==> config.mk <==
export PLATFORM = sky130hd
export DESIGN_NAME = regfile_wb_ctrl
export DESIGN_NICKNAME = d
export VERILOG_FILES = /design/src/rtl/regfile_wb_ctrl.sv
export SDC_FILE = /design/constraint.sdc
export NUM_CORES = 1
export LEC_CHECK = 0
export BUFFER_PORTS_ARGS = -buffer_cell sky130_fd_sc_hd__buf_4
export CAP_MARGIN = 15
export CORE_UTILIZATION = 39
export CTS_CLUSTER_DIAMETER = 100
export DETAILED_ROUTE_END_ITERATION = 16
export PLACE_DENSITY = 0.83
export SLEW_MARGIN = 20
export SYNTH_ARGS = -nofsm -noshare
export SYNTH_HDL_FRONTEND = slang
export SYNTH_SLANG_ARGS = --single-unit
==> constraint.sdc <==
create_clock -name clka -period 1.46 [get_ports clka]
set_clock_uncertainty 0.05 [all_clocks]
set_input_delay 0.438 -clock clka [delete_from_list [all_inputs] [get_ports clka]]
set_output_delay 0.438 -clock clka [all_outputs]
set_load 0.02 [all_outputs]
==> src/rtl/regfile_wb_ctrl.sv <==
// Write-port controller for the 8x8 register file: round-robin ALU/load arbitration plus a
// hold-aware clear sequence. Define REGFILE_WB_R0_LOCK_EN to make r0 writable only by clear.
module regfile_wb_ctrl #(
  parameter int unsigned NUM_REGS = 8,
  parameter int unsigned ADDR_W   = 3,
  parameter int unsigned DATA_W   = 8
) (
  input  logic              clka,
  input  logic              reset_in,
  input  logic              alu_req_in,
  input  logic [ADDR_W-1:0] alu_rd_in,
  input  logic [DATA_W-1:0] alu_data_in,
  output logic              alu_ack_out,
  input  logic              mem_req_in,
  input  logic [ADDR_W-1:0] mem_rd_in,
  input  logic [DATA_W-1:0] mem_data_in,
  output logic              mem_ack_out,
  input  logic              clear_req_in,
  input  logic              hold_in,
  output logic              clear_busy_out,
  output logic              we_reg_out,
  output logic [ADDR_W-1:0] rd_out,
  output logic [DATA_W-1:0] data_out,
  output logic              last_mem_out
);

  localparam logic [ADDR_W-1:0] LastIdx = ADDR_W'(NUM_REGS - 1);

  typedef enum logic [0:0] {StIdle, StClear} state_e;

  state_e            state_q, state_d;
  logic [ADDR_W-1:0] cnt_q, cnt_d;
  logic              last_mem_q, last_mem_d;
  logic              we_q, we_d;
  logic [ADDR_W-1:0] rd_q, rd_d;
  logic [DATA_W-1:0] data_q, data_d;
  logic              grant_alu, grant_mem;
  logic [ADDR_W-1:0] win_rd;
  logic [DATA_W-1:0] win_data;

  always_comb begin
    state_d    = state_q;
    cnt_d      = cnt_q;
    last_mem_d = last_mem_q;
    we_d       = 1'b0;
    rd_d       = rd_q;
    data_d     = data_q;
    grant_alu  = 1'b0;
    grant_mem  = 1'b0;
    win_rd     = '0;
    win_data   = '0;
    unique case (state_q)
      StIdle: begin
        if (!hold_in) begin
          if (clear_req_in) begin
            state_d = StClear;
            cnt_d   = '0;
          end else begin
            // On a tie the requester that did not win last time gets the port.
            grant_mem = mem_req_in & (~alu_req_in | ~last_mem_q);
            grant_alu = alu_req_in & ~grant_mem;
            win_rd    = grant_mem ? mem_rd_in : alu_rd_in;
            win_data  = grant_mem ? mem_data_in : alu_data_in;
            if (grant_mem || grant_alu) begin
              last_mem_d = grant_mem;
`ifdef REGFILE_WB_R0_LOCK_EN
              if (win_rd != '0) begin
                we_d   = 1'b1;
                rd_d   = win_rd;
                data_d = win_data;
              end
`else
              we_d   = 1'b1;
              rd_d   = win_rd;
              data_d = win_data;
`endif
            end
          end
        end
      end
      StClear: begin
        if (!hold_in) begin
          we_d   = 1'b1;
          rd_d   = cnt_q;
          data_d = '0;
          cnt_d  = cnt_q + ADDR_W'(1);
          if (cnt_q == LastIdx) begin
            state_d = StIdle;
          end
        end
      end
      default: state_d = StIdle;
    endcase
  end

  always_ff @(posedge clka) begin
    if (reset_in) begin
      state_q    <= StIdle;
      cnt_q      <= '0;
      last_mem_q <= 1'b0;
      we_q       <= 1'b0;
      rd_q       <= '0;
      data_q     <= '0;
    end else begin
      state_q    <= state_d;
      cnt_q      <= cnt_d;
      last_mem_q <= last_mem_d;
      we_q       <= we_d;
      rd_q       <= rd_d;
      data_q     <= data_d;
    end
  end

  assign alu_ack_out    = grant_alu & ~reset_in;
  assign mem_ack_out    = grant_mem & ~reset_in;
  assign clear_busy_out = (state_q == StClear);
  assign we_reg_out     = we_q;
  assign rd_out         = rd_q;
  assign data_out       = data_q;
  assign last_mem_out   = last_mem_q;

endmodule

==> flow_summary.toml <==
[floorplan]
rows = 16
design.core.area_mm2 = 0.00202
boundaryPins = 44
die_height_um = 49.2
start_util_pct = 42.9
die_area_mm2 = 0.00242
die_w_um = 49.2

[setup_path]
worstPathRequired_ns = 0.97
slowest_stage = "nor4_4"
critPathMaxStageDelay_ns = 0.29
critical_path_buf_inv_count = 2
ff2ff_setup_slack_ns = 0.03
crit_family = "simple AND/OR/NAND/NOR gates"
crit_arrival_ns = 1.16
critPathKind = "in -> out"
crit-reg2reg-launch = "clear_busy_out"
reg2reg_to = "data_out[6]"
end_kind = "output port"
rr_worst_depth = 6
crit_chain = "buf_6 > nor4_4 > and3b_2 > buf_6"
path_max_fanout = 3
cpMostUsedCell = "buf_6"
cp-start-kind = "input port"

[routing]
via_count = 848
ant_nets = 0
avgRoutedWirePerCell_um = 13.5
drt_iter0_markers = 6
first_pass_iters = 4
routed_wirelength_mm = 2.26
drc_errors = 0
viasPerCell = 5.08

[clocking]
cts_buffers = 3
clock_latency_ns = 0.30
path_clk_slew_ns = 0.10
cts_tree = "yes"
clkSinkCount = 17
hold_buffers = 0
root_buffer = "clkbuf_4"
clock_path_buffers = 2
htree_levels = 1

[timing]
slew_violations = 0
layout_min_cycle_time_ns = 1.65
slew_headroom_pct = 71.0
worst_pin_slew_ns = 0.434
hold_violations = 0
rsz0062_at_grt = "true"
timing.final.crit_share_pct = 113
fmax_ghz = 0.606
setup_ws_ns = -0.191
fin_hold_ws_ns = 0.374
setup_violations = 2

[yosys]
syn_area_per_cell_um2 = 10.4
synthFlopType = "dfxtp_1"
ys_async_sr_fraction_pct = 0
synth_area_leaders = "dfxtp_1 39%, mux2i_1 13%, o2bb2ai_1 8.1%, a32o_1 3.5%, nor2_1 3.5%"
syn_area_um2 = 867
synth-seq-area-share_pct = 39.2
yosysWarnings = 0
synth_seq_cells = 17
synth_largest_area_cell = "dfxtp_1"
synth_cells = 83
synth-edff-count = 0
yosys.area.top_type_share_pct = 39.2
synth_cell_types = 27
synth_nets = 113

[global_route]
grt_start_max_net_pins = 13
grt_pass1_vias = 863
grtUsageTotal_pct = 19.2
grt_pass1_wl_mm = 3.49
grt-ovfl-total = 0
antenna_found_initial = 0

[layout]
drive_gt1_share_pct = 57.9
nets = 171
antenna_cells = 0
stdcell_area_mm2 = 0.00141
nFillCells = 161
instances_no_fill = 167
final_util_pct = 69.8
area_growth_syn_to_layout_pct = 62.8

[pwr]
static-leakage-power_nw = 0.654
ir_drop_v = 0.000422
power.density_mw_per_mm2 = 747

[job]
drv_cap = 0

[place]
dp.cells = 159
gp_congestion = 0.754
numPortBuffers = 43
dpl_cell_area_mm2 = 0.00128
hpwlAfterDp_mm = 1.66

[status]
status = "finished, violations left"
violations = "setup timing"

[min_path]
min_from = "alu_data_in[0]"
whs_endpoint = "data_out[0]"
hold-path-cell-count = 3
min_path_type = "in -> reg"
## final cells by class
cell class | count | area, µm² | area share [%]
well taps | 27 | 33.8 | 2.39
repair buffers | 58 | 458 | 32.4
flip-flops and latches | 17 | 343 | 24.3
inverters | 2 | 7.51 | 0.532
multi-input cells | 59 | 542 | 38.4
clock buffers | 3 | 22.5 | 1.60
clock inverters | 1 | 5.00 | 0.355
## synthesized netlist by cell type, types with 3 or more instances
library cell   n
dfxtp_1       17
nor2_1         8
nand2b_1       3
nand2_1        3
mux2i_1       11
o21ai_1        3
o2bb2ai_1      8
a21oi_1        5
a32o_1         3
## metrics by stage
stage / setup TNS, ns / worst slack, ns / power, W
after floorplan: -0.170 / -0.110 / 0.000648
after global placement: -0.856 / -0.210 / 0.000766
after detailed placement: -1.10 / -0.219 / 0.000778
after CTS: -0.383 / -0.205 / 0.00105
after global routing: -0.703 / -0.261 / 0.00111
final: -0.359 / -0.191 / 0.00105
## routing by layer
layer / wire length [µm] / GRT usage (%) / up-vias
met5: 0 / 0 / -
met1: 896 / 20.2 / 385
met2: 1140 / 34.5 / 36
li1: - / - / 423
met3: 165 / 4.05 / 4
met4: 49 / 11.8 / 0
## cells in the final DEF (no fill, tap or decap), types with 2 or more instances in the layout
cell type,Yosys,layout
dfxtp_2,0,2
mux2i_1,11,11
ha_1,2,2
o2bb2ai_2,0,8
nor3_2,2,2
a32o_1,3,3
clkbuf_4,0,3
nand2_1,3,3
o21ai_1,3,3
a21oi_1,5,5
buf_6,2,4
nor2_1,8,8
dfxtp_1,17,15
nand2b_1,3,3
a311oi_1,2,2
buf_4,1,53
## how the worst max path moves through the flow
stage	slack, ns	end	from	cells after the start
floorplan	-0.11	alu_ack_out	mem_req_in	3
global placement	-0.21	alu_ack_out	clear_req_in	4
detailed placement	-0.22	alu_ack_out	clear_req_in	4
CTS	-0.21	alu_ack_out	reset_in	4
global route	-0.26	alu_ack_out	clear_busy_out	3
finish	-0.19	alu_ack_out	reset_in	4
## registers in the layout, indices dropped and copies added, names as in the netlist
signal and cells:
data_out 8, cnt_q 3, rd_out 3, clear_busy_out 1
last_mem_out 1, we_reg_out 1
## worst register-to-register path, cell delays in order, from the launching register on
cell	delay, ns
dfxtp_2	0.35
buf_6	0.13
buf_8	0.12
and2b_1	0.17
a211oi_2	0.24
buf_4	0.21
o2bb2ai_2	0.10
## what timing repair did
action / in CTS / in global routing
pin swaps: 2 / 2
setup endpoints to repair: 4 / 13
buffers inserted: 2 / 2
resized for setup: 6 / 10
## logic make-up after synthesis
kind of cell	Yosys count	share of synthesized area, %
buffers and inverters	7	5.34
AND/OR/NAND/NOR	22	14.9
AO/OA/AOI/OAI	24	25.0
flip-flops	17	39.3
multiplexers	11	12.7
adder cells (fa/ha/maj)	2	2.89
## where the power goes
| part | total (W) | leakage (nW) | switching [W] | internal [W] |
|---|---|---|---|---|
| clock network | 0.000255 | 0.0177 | 0.000153 | 0.000102 |
| logic | 0.000297 | 0.497 | 0.000137 | 0.000160 |
| registers | 0.000502 | 0.139 | 0.0000156 | 0.000486 |
| total | 0.00105 | 0.654 | 0.000306 | 0.000748 |
Power figures use the tool's default switching activity.
